--- src/rtl/demux_1to2_pkg.sv ---
// rtl/demux_1to2_pkg.sv - shared basics constants and types for the 1-to-2 demux and its 2-to-1 mux counterpart
package demux_1to2_pkg;

    localparam logic MUX_SEL_A   = 1'b0;
    localparam logic MUX_SEL_B   = 1'b1;
    localparam logic DEMUX_SEL_A = 1'b0;
    localparam logic DEMUX_SEL_B = 1'b1;

    localparam int DEMUX_DEF_WIDTH = 4;
    localparam int DEMUX_DEF_CNT_W = 8;

    typedef enum logic {
        SLOT_EMPTY = 1'b0,
        SLOT_FULL  = 1'b1
    } slot_state_e;

    // Bit 0 strobes slot A, bit 1 strobes slot B; nothing loads without an accepted beat.
    function automatic logic [1:0] demux_decode(input logic sel, input logic fire);
        logic [1:0] strobes;
        strobes    = 2'b00;
        strobes[0] = fire & (sel == DEMUX_SEL_A);
        strobes[1] = fire & (sel == DEMUX_SEL_B);
        return strobes;
    endfunction

endpackage

--- src/rtl/demux_out_slot.sv ---
// rtl/demux_out_slot.sv - one-entry output register slot with wrap-around delivered-beat counter
module demux_out_slot
    import demux_1to2_pkg::*;
#(
    parameter int WIDTH = DEMUX_DEF_WIDTH,
    parameter int CNT_W = DEMUX_DEF_CNT_W
) (
    input  logic             clk,
    input  logic             rst,
    input  logic             load,
    input  logic [WIDTH-1:0] load_data,
    input  logic             out_ready,
    output logic             valid,
    output logic [WIDTH-1:0] data,
    output logic [CNT_W-1:0] count,
    output logic             can_accept
);

    slot_state_e      r_state;
    slot_state_e      w_state_nxt;
    logic [WIDTH-1:0] r_data;
    logic [CNT_W-1:0] r_count;
    logic             w_drain;

    assign w_drain    = (r_state == SLOT_FULL) & out_ready;
    assign can_accept = (r_state == SLOT_EMPTY) | out_ready;

    always_ff @(posedge clk) begin
        if (rst) begin
            r_state <= SLOT_EMPTY;
        end else begin
            r_state <= w_state_nxt;
        end
    end

    // A load in the same cycle as a drain keeps the slot full with the new beat.
    always_comb begin
        w_state_nxt = r_state;
        if (load) begin
            w_state_nxt = SLOT_FULL;
        end else if (w_drain) begin
            w_state_nxt = SLOT_EMPTY;
        end
    end

    always_ff @(posedge clk) begin
        if (rst) begin
            r_data <= '0;
        end else if (load) begin
            r_data <= load_data;
        end
    end

    always_ff @(posedge clk) begin
        if (rst) begin
            r_count <= '0;
        end else if (w_drain) begin
            r_count <= r_count + CNT_W'(1);
        end
    end

    assign valid = (r_state == SLOT_FULL);
    assign data  = r_data;
    assign count = r_count;

endmodule

--- src/rtl/demux_1to2.sv ---
// rtl/demux_1to2.sv - registered 1-to-2 valid/ready stream demultiplexer with per-output beat counters
module demux_1to2
    import demux_1to2_pkg::*;
#(
    parameter int WIDTH = DEMUX_DEF_WIDTH,
    parameter int CNT_W = DEMUX_DEF_CNT_W
) (
    input  logic             clk,
    input  logic             rst,
    input  logic [WIDTH-1:0] in_data,
    input  logic             in_sel,
    input  logic             in_valid,
    output logic             in_ready,
    output logic [WIDTH-1:0] a_data,
    output logic             a_valid,
    input  logic             a_ready,
    output logic [WIDTH-1:0] b_data,
    output logic             b_valid,
    input  logic             b_ready,
    output logic [CNT_W-1:0] a_count,
    output logic [CNT_W-1:0] b_count
);

    logic       w_a_can_accept;
    logic       w_b_can_accept;
    logic       w_in_fire;
    logic [1:0] w_load;

    // Only the selected slot gates the input, so a stalled B never blocks traffic to A.
    assign in_ready  = ~rst & ((in_sel == DEMUX_SEL_B) ? w_b_can_accept : w_a_can_accept);
    assign w_in_fire = in_valid & in_ready;
    assign w_load    = demux_decode(in_sel, w_in_fire);

    demux_out_slot #(
        .WIDTH (WIDTH),
        .CNT_W (CNT_W)
    ) u_slot_a (
        .clk        (clk),
        .rst        (rst),
        .load       (w_load[0]),
        .load_data  (in_data),
        .out_ready  (a_ready),
        .valid      (a_valid),
        .data       (a_data),
        .count      (a_count),
        .can_accept (w_a_can_accept)
    );

    demux_out_slot #(
        .WIDTH (WIDTH),
        .CNT_W (CNT_W)
    ) u_slot_b (
        .clk        (clk),
        .rst        (rst),
        .load       (w_load[1]),
        .load_data  (in_data),
        .out_ready  (b_ready),
        .valid      (b_valid),
        .data       (b_data),
        .count      (b_count),
        .can_accept (w_b_can_accept)
    );

endmodule
--- config.mk ---
export PLATFORM = sky130hd
export DESIGN_NAME = demux_1to2
export DESIGN_NICKNAME = d
export VERILOG_FILES = /design/src/rtl/demux_1to2_pkg.sv /design/src/rtl/demux_out_slot.sv /design/src/rtl/demux_1to2.sv
export SDC_FILE = /design/constraint.sdc
export NUM_CORES = 1
export LEC_CHECK = 0
export ABC_AREA = 1
export CAP_MARGIN = 20
export CORE_UTILIZATION = 35
export CTS_BUF_LIST = sky130_fd_sc_hd__clkbuf_4 sky130_fd_sc_hd__clkbuf_8
export CTS_CLUSTER_DIAMETER = 100
export DETAILED_ROUTE_END_ITERATION = 7
export PLACE_DENSITY = 0.73
export SLEW_MARGIN = 30
export SYNTH_ARGS = -nofsm -noshare
export SYNTH_HDL_FRONTEND = slang
export SYNTH_SLANG_ARGS = --single-unit
--- constraint.sdc ---
create_clock -name clk -period 2.1 [get_ports clk]
set_input_delay 0.63 -clock clk [delete_from_list [all_inputs] [get_ports clk]]
set_output_delay 0.63 -clock clk [all_outputs]
set_load 0.01 [all_outputs]
==> results of run 1 <==
## how the worst max path moves through the flow
stage	endpoint	slack (ns)
floorplan	in_ready	0.36
global placement	in_ready	-0.53
detailed placement	in_ready	-0.54
CTS	in_ready	0.03
global route	in_ready	0.01
finish	in_ready	0.11
## critical path, cell delays in order
cell and delay (ns):
dlygate4sd2_1 0.27, inv_1 0.08, nand2_1 0.07, nor2_1 0.13, nor2_2 0.06, buf_2 0.13
## cells in the mapped netlist
| cell type | n |
|---|---|
| dfxtp_1 | 26 |
| inv_2 | 1 |
| o21ai_1 | 1 |
| inv_1 | 25 |
| nor2_1 | 35 |
| nor3_2 | 3 |
| nand4_1 | 7 |
| nand3_2 | 1 |
| a21oi_1 | 13 |
| buf_4 | 2 |
| nor2_2 | 2 |
| nand2_1 | 33 |
| nand3_1 | 3 |
| o21ai_0 | 8 |
| ha_1 | 2 |
| nand2_2 | 2 |
| buf_2 | 1 |
| o21bai_1 | 1 |
| nand4_2 | 2 |
| nand3b_1 | 1 |
## flip-flops by register name, indices dropped and copies added, names as in the netlist
register and cells:
u_slot_a.count 8, u_slot_b.count 8, u_slot_a.data 4, u_slot_b.data 4, u_slot_a.valid 1, u_slot_b.valid 1
## where the power goes
group          leakage (uW)  internal, uW  switching [uW]  total, uW
logic              0.000485          55.8            51.5        107
clock network     0.0000210           106             145        251
registers          0.000211           504            8.08        512
## per-stage QoR
step | instance area (um2) | worst slack, ns
floorplan | 1190 | 0.364
global placement | 1640 | -0.526
detailed placement | 1640 | -0.535
CTS | 1690 | 0.0308
global route | 1700 | 0.0116
finish | 1700 | 0.106
## timing repair
item	in CTS	in global routing
setup buffers	2	1
setup endpoints to repair	1	1
gates resized for setup	9	1
pin swaps	1	1
## final cells by class
class | count | share of cell area
Timing Repair Buffer | 46 | 0.253
Multi-Input combinational cell | 114 | 0.329
Inverter | 26 | 0.0575
Clock buffer | 4 | 0.0214
Sequential cell | 26 | 0.307
Tap cell | 44 | 0.0324
## per-layer routing
metal,vias to the layer above,part of all wire,GRT usage
li1,624,-,-
met1,539,0.49,0.207
met2,30,0.45,0.239
met3,4,0.054,0.0405
met4,0,0.0098,0.0498
met5,-,0,0
## cell families (layout without fill, tap and decap cells)
family / after synthesis / after routing / synth area share
AND/OR/NAND/NOR: 89 / 89 / 0.345
flip-flops: 26 / 26 / 0.437
AO/OA/AOI/OAI: 23 / 23 / 0.0986
adder cells (fa/ha/maj): 2 / 2 / 0.0210
buffers and inverters: 29 / 76 / 0.0986
==> flow_metrics.py, run 1 <==
metrics = {
    "global_routing": {
        "grt_usage": 0.153,
        "grt_pass1_vias": 996,
        "grt_overflow_total": 0,
        "grt_pass1_wl_mm": 4.25,
        "antenna_found_initial": 0,
        "grt_max_degree": 22,
    },
    "logic_synthesis": {
        "synth_fp_nets": 181,
        "ys_warn_count": 0,
        "synth-seq-area-share": 0.437,
        "synth_seq_cells": 26,
        "synthTopCellsByArea": "dfxtp_1 (44%), nor2_1 (11%), nand2_1 (10%)",
        "synthesis.area_mm2": 0.00119,
        "synth_top_area_frac": 0.437,
        "synth.avg_cell_area_um2": 7.06,
        "synth_cells": 169,
        "yosysTopAreaCell": "dfxtp_1",
        "ys_types": 20,
    },
    "clocking": {
        "cts_buffers": 3,
        "cts.path.max_buffers": 2,
        "htreeDepth": 1,
        "insertion_delay_ns": 0.32,
        "holdBufCountCts": 0,
        "cts.sinks": 26,
        "cts_tree": "yes",
        "cts_root_buffer": "clkbuf_4",
        "path_clk_slew_ns": 0.13,
    },
    "pwr": {
        "power-per-cell-area_mw_per_mm2": 512,
        "peakVddDrop_mv": 0.261,
        "total_power_uw": 870,
        "p_leak_uw": 0.000716,
    },
    "layout": {
        "instances_no_fill": 260,
        "fillCellCount": 335,
        "areaGrowthSynthToFinish_pct": 42.4,
        "final_common_cell": "nor2_1",
        "fin_util": 0.538,
        "diodes": 0,
        "seqCellArea_um2": 520,
        "drive_gt1_frac": 0.130,
        "multi_input_area_um2": 559,
        "final_cell_mix": "nor2_1 (35), nand2_1 (33), clkdlybuf4s50_1 (31)",
        "nets": 229,
    },
    "floorplan": {
        "initial_core_util": 0.378,
        "die_area_mm2": 0.00364,
        "chipWidth_um": 60.4,
        "rows": 20,
        "dieHeight_um": 60.4,
        "ios": 37,
        "coreArea_mm2": 0.00315,
    },
    "routing": {
        "drt-total-wl_mm": 2.54,
        "wl_per_cell_um": 9.78,
        "vias_per_cell": 4.60,
        "drt_iter0_drc": 43,
        "ant_nets": 0,
        "drc_errors": 0,
        "route.vias.total": 1197,
        "drt_pass1_iterations": 4,
    },
    "worst_setup_path": {
        "arrival_ns": 1.36,
        "cp_max_fo": 3,
        "r2r_setup_slack_ns": 0.61,
        "crit_type": "input pin to output pin",
        "required_ns": 1.47,
        "timing.rr.end": "u_slot_a.data[0]$_SDFFE_PP0P_",
        "crit_path_start": "a_ready",
        "r2r-start": "u_slot_a.valid$_SDFFE_PP0P_",
        "cp-end-kind": "output pin",
        "rr_worst_depth": 10,
        "worst_setup_path_start_kind": "input pin",
    },
    "sta": {
        "rsz0062_at_grt": "no",
        "setup_tns_ns": 0,
        "tightestPinTransition_ns": 0.260,
        "hold_violations": 0,
        "setup_viol": 0,
        "min_period_ns": 1.99,
        "timing.fmax_mhz": 502,
        "finalMaxSlewViolations": 0,
        "relSlewSlack": 0.826,
        "fin_hold_ws_ns": 0.488,
        "period_share": 0.949,
        "fin_skew_ns": 0.00393,
    },
    "hold_path": {
        "whs_path_depth": 2,
        "hold_path_class": "flop to flop",
        "min_to": "u_slot_a.count[6]$_SDFFE_PP0P_",
        "worstHoldStart": "u_slot_a.count[6]$_SDFFE_PP0P_",
    },
    "placement": {
        "io_buffers": 36,
        "detailed_place_hpwl_mm": 1.84,
        "dp.cells": 253,
        "gp_congestion": 0.776,
    },
    "run_status": {
        "outcome": "finished clean",
    },
    "flow_run": {
        "max-cap-violations": 0,
    },
}
(Power assumes the default switching activity.)
==> run 2, diff against run 1 <==
Settings changed: CORE_MARGIN set to 5.
==> run 2 against run 1 <==
Against the previous run:
- non-clock buffer count shrank 3
- critical path type unchanged
- final area shrank 0.52%
- setup slack improved by 0.0045 ns
- first-iteration DRC count decreased by 33%
- hold slack worse by 0.0054 ns
- combinational power is essentially flat
- largest power group unchanged
- global-route usage decreased by 3.1 points
- count of clock-buffer cells in the layout stayed put
- die area up 28%
- final cell count fell by 0.38%
- critical path depth decreased by 1
==> flow_metrics.py, run 2 (synthesized netlist as in run 1, its figures left out) <==
metrics = {
    "routing": {
        "vias_per_cell": 4.39,
        "drt_iter0_drc": 29,
        "drt_pass1_iterations": 3,
        "drc_errors": 0,
        "wl_per_cell_um": 9.86,
        "ant_nets": 0,
        "route.vias.total": 1137,
        "drt-total-wl_mm": 2.56,
    },
    "global_routing": {
        "grt_pass1_wl_mm": 4.42,
        "grt_max_degree": 22,
        "antenna_found_initial": 0,
        "grt_overflow_total": 0,
        "grt_pass1_vias": 1087,
        "grt_usage": 0.122,
    },
    "worst_setup_path": {
        "crit_type": "input pin to output pin",
        "rr_worst_depth": 7,
        "required_ns": 1.47,
        "cp-end-kind": "output pin",
        "worst_setup_path_start_kind": "input pin",
        "arrival_ns": 1.36,
        "cp_max_fo": 4,
    },
    "hold_path": {
        "whs_path_depth": 2,
        "hold_path_class": "flop to flop",
    },
    "sta": {
        "rsz0062_at_grt": "no",
        "setup_tns_ns": 0,
        "fin_hold_ws_ns": 0.483,
        "fin_skew_ns": 0.00180,
        "finalMaxSlewViolations": 0,
        "relSlewSlack": 0.829,
        "timing.fmax_mhz": 503,
        "period_share": 0.947,
        "setup_viol": 0,
        "tightestPinTransition_ns": 0.256,
        "min_period_ns": 1.99,
        "hold_violations": 0,
    },
    "placement": {
        "dpl-instance-area_mm2": 0.00164,
        "dp.cells": 254,
        "detailed_place_hpwl_mm": 1.93,
        "gp_congestion": 0.723,
        "io_buffers": 36,
    },
    "floorplan": {
        "dieHeight_um": 68.4,
        "rows": 21,
        "chipWidth_um": 68.4,
        "initial_core_util": 0.360,
        "coreArea_mm2": 0.00331,
        "die_area_mm2": 0.00467,
        "ios": 37,
    },
    "layout": {
        "instances_no_fill": 259,
        "stdcell_area_mm2": 0.00169,
        "areaGrowthSynthToFinish_pct": 41.7,
        "final_common_cell": "nor2_1",
        "nets": 226,
        "drive_gt1_frac": 0.117,
        "diodes": 0,
        "final_cell_mix": "nor2_1 (34), nand2_1 (32), clkdlybuf4s50_1 (31)",
    },
    "pwr": {
        "power-per-cell-area_mw_per_mm2": 513,
        "peakVddDrop_mv": 0.237,
        "total_power_uw": 866,
        "p_leak_uw": 0.000707,
    },
    "clocking": {
        "cts.path.max_buffers": 2,
        "cts.sinks": 26,
        "cts_root_buffer": "clkbuf_4",
        "insertion_delay_ns": 0.31,
        "path_clk_slew_ns": 0.14,
        "cts_tree": "yes",
        "htreeDepth": 1,
        "cts_buffers": 3,
    },
    "flow_run": {
        "max-cap-violations": 0,
    },
    "run_status": {
        "outcome": "finished clean",
    },
}
==> run 2: critical path: stages <==
cell and delay [ns]:
dlygate4sd2_1 0.28, nand3_1 0.12, nand2_1 0.10, nor2_4 0.11, buf_6 0.11
==> run 2: timing repair <==
| action | 4_1_cts | 5_1_grt |
|---|---|---|
| resized for setup | 11 | 1 |
| pin swaps | 1 | 1 |
| endpoints found under the setup margin | 1 | 1 |
| hold buffers | 0 | 0 |
| endpoints found under the hold margin | 0 | 0 |
| buffers inserted | 1 | 0 |
==> run 2: where the power goes <==
group	internal [uW]	switching [uW]
combinational	53.2	51.4
sequential	504	6.96
clock	106	145
==> run 2: worst paths after layout <==
check | slack (ns) | endpoint | startpoint
setup / recovery | 0.11 | in_ready | in_sel
hold / removal | 0.48 | u_slot_b.count[5]$_SDFFE_PP0P_ | u_slot_b.count[5]$_SDFFE_PP0P_
setup reg to reg | 0.82 | u_slot_b.count[6]$_SDFFE_PP0P_ | u_slot_b.count[0]$_SDFFE_PP0P_
hold reg to reg | 0.48 | u_slot_b.count[5]$_SDFFE_PP0P_ | u_slot_b.count[5]$_SDFFE_PP0P_
==> run 2: through the flow <==
stage / util / setup slack [ns]
2_1_floorplan: - / 0.364
3_3_place_gp: 0.494 / -0.614
3_5_place_dp: 0.494 / -0.620
4_1_cts: 0.509 / 0.0227
5_1_grt: 0.510 / 0.0529
6_report: 0.510 / 0.111
==> run 2: layout make-up <==
type | instances | area [um2]
sequential | 26 | 520
multi-input combinational | 114 | 564
fill | 361 | 1620
timing repair buffer | 43 | 413
inverter | 26 | 97.6
clock buffer | 4 | 36.3
tap | 46 | 57.6
==> run 2: layer usage <==
metal,vias to the layer above,share of wire,global-route usage
li1,620,-,-
met3,2,0.058,0.0312
met4,0,0.0070,0.0422
met5,-,0,0
met1,492,0.46,0.146
met2,23,0.47,0.211
==> run 3, diff against run 2 <==
Settings changed: PLACE_DENSITY 0.73 to unset, PLACE_DENSITY_LB_ADDON set to 0.2, SLEW_MARGIN 30 to 20.
==> run 3 against run 2 <==
Against the previous run:
- first-iteration DRC count grew to 2.6 times the previous value
- critical path type unchanged
- critical path depth increased by 1
- sequential power hardly changed
- combinational power hardly changed
- register-to-register slack worse by 0.06 ns
- non-clock buffer count is 1 higher
==> flow_metrics.py, run 3 (synthesized netlist as in run 1, its figures left out) <==
metrics = {
    "run_status": {
        "outcome": "finished clean",
    },
    "clocking": {
        "cts_tree": "yes",
        "holdBufCountCts": 0,
        "insertion_delay_ns": 0.32,
        "cts.path.max_buffers": 2,
        "path_clk_slew_ns": 0.13,
        "cts_buffers": 3,
        "htreeDepth": 1,
        "cts.sinks": 26,
        "cts_root_buffer": "clkbuf_4",
    },
    "pwr": {
        "swShare": 0.242,
        "power-per-cell-area_mw_per_mm2": 493,
        "power_frac_seq": 0.621,
        "power.switching_uw": 199,
        "clkPwrFrac": 0.253,
        "peakVddDrop_mv": 0.211,
        "p_comb_frac": 0.126,
        "p_leak_uw": 0.000700,
        "internal_power_uw": 623,
    },
    "hold_path": {
        "hold_path_class": "flop to flop",
    },
    "worst_setup_path": {
        "worst_setup_path_start_kind": "input pin",
        "cp-end-kind": "output pin",
        "crit_chain": "dlygate4sd2_1 -> inv_1 -> nand3_1 -> nand2_1 -> nor2_2 -> buf_2",
        "crit_family": "buffers and inverters",
        "required_ns": 1.47,
        "arrival_ns": 1.35,
        "crit_type": "input pin to output pin",
        "cp_max_fo": 2,
        "slowest_delay_ns": 0.23,
        "worst_path_max_delay_cell": "dlygate4sd2_1",
        "cp.buffers_inverters": 3,
    },
    "sta": {
        "period_share": 0.944,
        "fin_skew_ns": 0.00351,
        "rsz0062_at_grt": "no",
        "min_period_ns": 1.98,
        "hold_violations": 0,
        "setup_viol": 0,
        "finalMaxSlewViolations": 0,
        "timing.fmax_mhz": 505,
        "tightestPinTransition_ns": 0.287,
        "relSlewSlack": 0.808,
        "setup_tns_ns": 0,
    },
    "floorplan": {
        "ios": 37,
        "initial_core_util": 0.360,
        "die_area_mm2": 0.00467,
        "dieHeight_um": 68.4,
        "rows": 21,
        "chipWidth_um": 68.4,
        "coreArea_mm2": 0.00331,
    },
    "layout": {
        "fin_util": 0.503,
        "nets": 227,
        "diodes": 0,
        "final_common_cell": "nor2_1",
        "areaGrowthSynthToFinish_pct": 39.8,
        "stdcell_area_mm2": 0.00167,
        "drive_gt1_frac": 0.108,
        "final_cell_mix": "nor2_1 (35), nand2_1 (33), clkdlybuf4s50_1 (31)",
        "instances_no_fill": 259,
    },
    "routing": {
        "vias_per_cell": 4.61,
        "dr_wl_met2_mm": 1.33,
        "dr_wl_met3_um": 156,
        "ant_nets": 0,
        "drt_iter0_drc": 74,
        "route.vias.total": 1195,
        "drc_errors": 0,
        "wl_per_cell_um": 10.7,
        "drt-met1-wl_mm": 1.23,
        "drt_pass1_iterations": 4,
        "maxUsedRoutingLayer": "met4",
        "drt-total-wl_mm": 2.77,
    },
    "flow_run": {
        "max-cap-violations": 0,
    },
    "placement": {
        "dp.cells": 256,
        "dpl-instance-area_mm2": 0.00165,
        "io_buffers": 36,
        "detailed_place_hpwl_mm": 2.16,
        "gp_congestion": 0.837,
    },
    "global_routing": {
        "grt_pass1_vias": 1197,
        "grt_usage": 0.135,
        "grt_max_degree": 22,
        "grt_overflow_total": 0,
        "antenna_found_initial": 0,
        "grt_pass1_wl_mm": 4.90,
    },
}
## run 3: path summary, 6_finish.rpt
kind                                        from                              to  slack [ns]  cells after the start
setup / recovery                         b_ready                        in_ready        0.12                      6
hold / removal    u_slot_a.count[4]$_SDFFE_PP0P_  u_slot_a.count[4]$_SDFFE_PP0P_        0.49                      2
setup reg to reg  u_slot_b.count[0]$_SDFFE_PP0P_  u_slot_b.count[6]$_SDFFE_PP0P_        0.76                      7
hold reg to reg   u_slot_a.count[4]$_SDFFE_PP0P_  u_slot_a.count[4]$_SDFFE_PP0P_        0.49                      2
## run 3: repair_timing
action                                  4_1_cts  5_1_grt
endpoints found under the setup margin        1        1
buffers inserted                              0        0
resized for setup                             7        1
pin swaps                                     0        1
## run 3: layout make-up
type,count,area (um2)
multi-input cells,114,554
flip-flops and latches,26,520
inverters,26,97.6
repair buffers,44,414
well taps,46,57.6
fillers,366,1640
clock buffers,3,22.5
## run 3: layer usage
metal | track usage | vias up
li1 | - | 625
met1 | 0.155 | 531
met2 | 0.239 | 34
met3 | 0.0328 | 5
met4 | 0.0521 | 0
met5 | 0 | -
## run 3: per-stage QoR
stage / total power (uW) / worst slack, ns / hold WS [ns]
after floorplan: 569 / 0.364 / 0.488
after global placement: 627 / -0.537 / 0.461
after detailed placement: 629 / -0.543 / 0.470
after CTS: 835 / 0.0179 / 0.491
after global routing: 863 / 0.0420 / 0.520
final: 822 / 0.118 / 0.489
## run 3: tightest hold or removal path, stage by stage (launching register included)
cell and delay [ns]:
dfxtp_1 0.34, inv_1 0.06, a21oi_1 0.05
## run 3: power groups by stage
stage | Sequential [uW] | Combinational (uW) | Clock, uW
floorplan | 526 | 43.2 | 0
global placement | 521 | 106 | 0
detailed placement | 521 | 108 | 0
CTS | 511 | 105 | 219
global route | 513 | 116 | 235
finish | 511 | 103 | 208
==> edit 1: new RTL, config.mk and constraints of run 1 <==
Set the package constant `DEMUX_DEF_WIDTH` to 6 (it was 4).
--- a/src/rtl/demux_1to2_pkg.sv
+++ b/src/rtl/demux_1to2_pkg.sv
@@ -6,7 +6,7 @@
     localparam logic DEMUX_SEL_A = 1'b0;
     localparam logic DEMUX_SEL_B = 1'b1;
 
-    localparam int DEMUX_DEF_WIDTH = 4;
+    localparam int DEMUX_DEF_WIDTH = 6;
     localparam int DEMUX_DEF_CNT_W = 8;
 
     typedef enum logic {
Interface: changed (resized a_data, b_data and in_data); port bits go from 37 to 43. No check against the original RTL was run, so the function may have changed too.
==> edit 1 against run 1 <==
- register-to-register slack better by 230 ps
- final area is 16% higher
- sequential power is 16% higher
- die area is 14% higher
- total power is 35% higher
- clock skew is 1.6 ps lower
- area after synthesis is 15% higher
- routed wire length is 20% higher
- sequential cell count is 4 higher
- worst hold slack worse by 14 ps
- setup slack hardly changed
- fmax hardly changed
- highest routed layer unchanged
==> edit 1: results (changes against run 1) <==
.. list-table::
   :header-rows: 1

   * - Metric
     - Value
   * - Critical register-to-register path startpoint
     - u_slot_b.count[1] (was u_slot_a.valid)
   * - Number of clock buffers in the layout
     - 7 (was 4)
   * - Post-Place Setup Slack
     - -610 ps (was -535 ps)
   * - Grt met1 use
     - 18.7% (was 20.7%)
   * - Maximum number of pins on one net before global-route repair
     - 24 (was 22)
   * - Non-clock buffer share of cell area
     - 24.5% (was 25.3%)
   * - Final sequential cell count
     - 30 (was 26)
   * - # port buffers
     - 42 (was 36)
   * - Power density normalized to cell area
     - 596 nW/um^2 (was 512 nW/um^2)
   * - Sequential fraction of total cell area
     - 30.6% (was 30.7%)
   * - Library cell used as clock root buffer
     - sky130_fd_sc_hd__clkbuf_8 (was sky130_fd_sc_hd__clkbuf_4)
   * - Clk pin slew, worst setup/hold paths
     - 60 ps (was 130 ps)
   * - Vias in the first global route
     - 1133 (was 996)
   * - Run status
     - finished, final reports clean (unchanged)
   * - Total of cells resized after clock tree synthesis
     - 11 (was 9)
   * - Met3 layer wire length in the routed design
     - 175 um (was 137 um)
   * - Detailed placer's ending HPWL
     - 2200 um (was 1840 um)
   * - GR Layer Usage met3
     - 5.81% (was 4.05%)
   * - Total number of nets in the final design
     - 257 (was 229)
   * - Switching share of total power
     - 22.9% (was 23.5%)
   * - Portion of the layout cell area used by clock cells
     - 4.27% (was 2.14%)
   * - Met2 wire len
     - 1440 um (was 1140 um)
   * - Total number of H-tree levels
     - 2 (was 1)
   * - Ranking of synthesized cells by instance count
     - 43 x sky130_fd_sc_hd__nor2_1, 36 x sky130_fd_sc_hd__nand2_1, 30 x sky130_fd_sc_hd__dfxtp_1 (was 35 x sky130_fd_sc_hd__nor2_1, 33 x sky130_fd_sc_hd__nand2_1, 26 x sky130_fd_sc_hd__dfxtp_1)
   * - Register area share after synthesis
     - 43.9% (was 43.7%)
   * - Area after detailed placement
     - 1860 um^2 (was 1640 um^2)
   * - Startpoint of the worst hold path
     - u_slot_a.count[5] (was u_slot_a.count[6])
   * - Final worst-path cycle share
     - 95.0% (was 94.9%)
   * - Buffers inserted during post-CTS setup optimization
     - 1 (was 2)
   * - Inserted Clock Buffers
     - 5 (was 3)
   * - Relative slew slack
     - 80.1% (was 82.6%)
   * - Most area-consuming cells after synthesis
     - sky130_fd_sc_hd__dfxtp_1 44%, sky130_fd_sc_hd__nor2_1 12%, sky130_fd_sc_hd__nand2_1 9.9% (was sky130_fd_sc_hd__dfxtp_1 44%, sky130_fd_sc_hd__nor2_1 11%, sky130_fd_sc_hd__nand2_1 10%)
   * - Maximum fanout encountered on the critical timing path
     - 2 (was 3)
   * - Area added between synthesis and finish
     - 43.4% (was 42.4%)
   * - Overall fraction of global-route tracks in use
     - 16.0% (was 15.3%)
   * - Layout fillers
     - 387 (was 335)
   * - Reg-to-Reg End
     - u_slot_b.count[4] (was u_slot_a.data[0])
edit 1: cell types whose count changed after synthesis, sizes merged, moves of 2 or more:
cell   before  now
nand4       9   11
nand2      35   37
a21oi      13   15
nor2       37   45
dfxtp      26   30
edit 1: through the flow:
step	setup TNS (ps)	std cells	total power (W)	hold slack (ps)
2_1_floorplan	0	191	0.000668	488
3_3_place_gp	-598	283	0.000732	461
3_5_place_dp	-610	283	0.000734	468
4_1_cts	0	291	0.00119	478
5_1_grt	0	291	0.00123	499
6_report	0	291	0.00117	474
edit 1: worst reg2reg max path: stages (launching register included):
cell                      delay (ps)
sky130_fd_sc_hd__dfxtp_1         380
sky130_fd_sc_hd__ha_1            160
sky130_fd_sc_hd__inv_1            50
sky130_fd_sc_hd__nor3_2          270
sky130_fd_sc_hd__nand2_1         110
sky130_fd_sc_hd__o21ai_1         130
sky130_fd_sc_hd__a21oi_1          50
==> edit 2: new RTL, settings of run 1 <==
Without the edit above. Register the output `b_count`; this adds one clock of latency there. The other outputs are not delayed to match.
--- a/src/rtl/demux_1to2.sv
+++ b/src/rtl/demux_1to2.sv
@@ -20,6 +20,8 @@
     output logic [CNT_W-1:0] a_count,
     output logic [CNT_W-1:0] b_count
 );
+
+    logic [CNT_W-1:0] b_count_d;
 
     logic       w_a_can_accept;
     logic       w_b_can_accept;
@@ -57,8 +59,12 @@
         .out_ready  (b_ready),
         .valid      (b_valid),
         .data       (b_data),
-        .count      (b_count),
+        .count      (b_count_d),
         .can_accept (w_b_can_accept)
     );
 
+    always_ff @(posedge clk) begin
+        b_count <= b_count_d;
+    end
+
 endmodule
Behaviour: not the same (Yosys sat finds a counterexample within 4 cycles, from zero or initial values and one cycle with rst high).
==> edit 2 against run 1 <==
- register-to-register slack better by 170 ps
- area after synthesis rose by 13%
- non-clock buffer count decreased by 4
- setup slack improved by 30 ps
- fmax grew 1.5%
- critical endpoint unchanged
- critical path depth unchanged
- sequential cell count increased by 8
- via count increased by 0.84%
- first-iteration DRC count is 33% higher
- highest routed layer unchanged
- core utilization down 2.9 points
- total power grew 41%
- clock power up 84%
- final area up 11%
- routed wire length increased by 1.8%
==> edit 2: results (changes against run 1) <==
.. list-table::
   :header-rows: 1

   * - Metric
     - Value
   * - Run status
     - finished, final reports clean (unchanged)
   * - Inserted Clock Buffers
     - 5 (was 3)
   * - Worst skew pair latency
     - 270 ps (was 320 ps)
   * - Buffers inserted during post-CTS setup optimization
     - 0 (was 2)
   * - Gpl congestion
     - 0.785 (was 0.776)
   * - Max Root-Sink Buffers
     - 2 (unchanged)
   * - Top flip-flop cell by instance count after synthesis
     - sky130_fd_sc_hd__dfxtp_1 (unchanged)
   * - Total number of nets in the final design
     - 235 (was 229)
   * - Compound-cell area share of the yosys netlist
     - 8.70% (was 9.86%)
   * - ANT cells
     - 0 (unchanged)
   * - Total number of H-tree levels
     - 2 (was 1)
   * - Number of warnings reported in the yosys synthesis log
     - 0 (unchanged)
   * - Clk pin slew, worst setup/hold paths
     - 60 ps (was 130 ps)
   * - Crit path arrival time
     - 1330 ps (was 1360 ps)
   * - Total placed cells including tap cells
     - 264 (was 253)
   * - Vias post-DR
     - 1207 (was 1197)
   * - Share of flip-flops with an asynchronous set or reset
     - 0% (unchanged)
   * - Leakage
     - 0.783 nW (was 0.716 nW)
   * - Library cell used as clock root buffer
     - sky130_fd_sc_hd__clkbuf_8 (was sky130_fd_sc_hd__clkbuf_4)
   * - Count of TritonRoute iterations in the first routing pass
     - 4 (unchanged)
   * - Syn_nets
     - 189 (was 181)
   * - Total of cells resized after clock tree synthesis
     - 8 (was 9)
   * - Number of antenna violations at the first check in global routing
     - 0 (unchanged)
   * - Routed wire length per instance
     - 9.55 um (was 9.78 um)
   * - Routed wire length
     - 2590 um (was 2540 um)
   * - Layout cell share with drive strength beyond 1
     - 12.1% (was 13.0%)
   * - Cells after synthesis
     - 177 (was 169)
   * - Most area-consuming cells after synthesis
     - sky130_fd_sc_hd__dfxtp_1 50%, sky130_fd_sc_hd__nor2_1 9.7%, sky130_fd_sc_hd__nand2_1 9.2% (was sky130_fd_sc_hd__dfxtp_1 44%, sky130_fd_sc_hd__nor2_1 11%, sky130_fd_sc_hd__nand2_1 10%)
   * - Maximum VDD drop
     - 336 uV (was 261 uV)
   * - Overall fraction of global-route tracks in use
     - 14.4% (was 15.3%)
   * - Global-route wire length before repair
     - 4540 um (was 4250 um)
   * - DR iter-0 viols
     - 57 (was 43)
   * - Ranking of synthesized cells by instance count
     - 35 x sky130_fd_sc_hd__nor2_1, 34 x sky130_fd_sc_hd__dfxtp_1, 33 x sky130_fd_sc_hd__nand2_1 (was 35 x sky130_fd_sc_hd__nor2_1, 33 x sky130_fd_sc_hd__nand2_1, 26 x sky130_fd_sc_hd__dfxtp_1)
   * - Detailed placer's ending HPWL
     - 1940 um (was 1840 um)
   * - Share of synthesized cell area in full adder, half adder and majority cells
     - 1.85% (was 2.10%)
   * - Register area share after synthesis
     - 50.3% (was 43.7%)
   * - Vias in the first global route
     - 1052 (was 996)
   * - CP max stage delay
     - 230 ps (was 270 ps)
   * - Transition time at the pin with the least slew margin
     - 261 ps (was 260 ps)
   * - Max Clock Skew
     - 2.50 ps (was 3.93 ps)
[edit 2: changes by cell type after synthesis, sizes merged]
cell,delta
dfxtp,+8
[edit 2: layer usage]
layer,up-vias,share of wire (%),GRT usage [%]
met5,-,0,0
met2,30,46,23.4
met3,4,5.5,5.54
li1,649,-,-
met1,524,48,16.8
met4,0,1.1,5.83
[edit 2: cell type report]
class	instances	area (um^2)
multi-input combinational	114	559
tap	48	60.1
fill	389	1810
clock buffer	7	83.8
sequential	34	681
inverter	26	97.6
timing repair buffer	42	399
[edit 2: final timing paths]
kind	startpoint	end	slack [ps]	depth (start not counted)
setup / recovery	b_ready	in_ready	140	6
hold / removal	u_slot_b.count[7]	b_count[7]	350	0
setup reg to reg	u_slot_a.count[0]	u_slot_a.count[6]	780	7
hold reg to reg	u_slot_b.count[7]	b_count[7]	350	0
[edit 2: logic make-up after synthesis]
family / Yosys count
flip-flops: 34
AO/OA/AOI/OAI: 23
buffers and inverters: 29
AND/OR/NAND/NOR: 89
adder cells (fa/ha/maj): 2
[edit 2: stage by stage]
step                power, W  hold slack (ps)  util (%)  cell area (um^2)  setup slack (ps)
floorplan           0.000726              331         -              1350               364
global placement    0.000781              335      48.7              1800              -540
detailed placement  0.000782              341      48.7              1800              -531
CTS                  0.00124              354      50.9              1880              30.9
global route         0.00129              361      51.0              1880              62.5
finish               0.00122              352      51.0              1880               136
[edit 2: worst max-delay path: cells and delay by family]
family,cells,cell delay [ps]
buf+inv,3,440
simple gates,3,260
[edit 2: power by group]
part           internal [W]  switching [W]  leakage [nW]  total (W)
registers          0.000656     0.00000787         0.275   0.000664
logic             0.0000508      0.0000488         0.463  0.0000996
clock network      0.000254       0.000207        0.0452   0.000461
total              0.000961       0.000264         0.783    0.00122
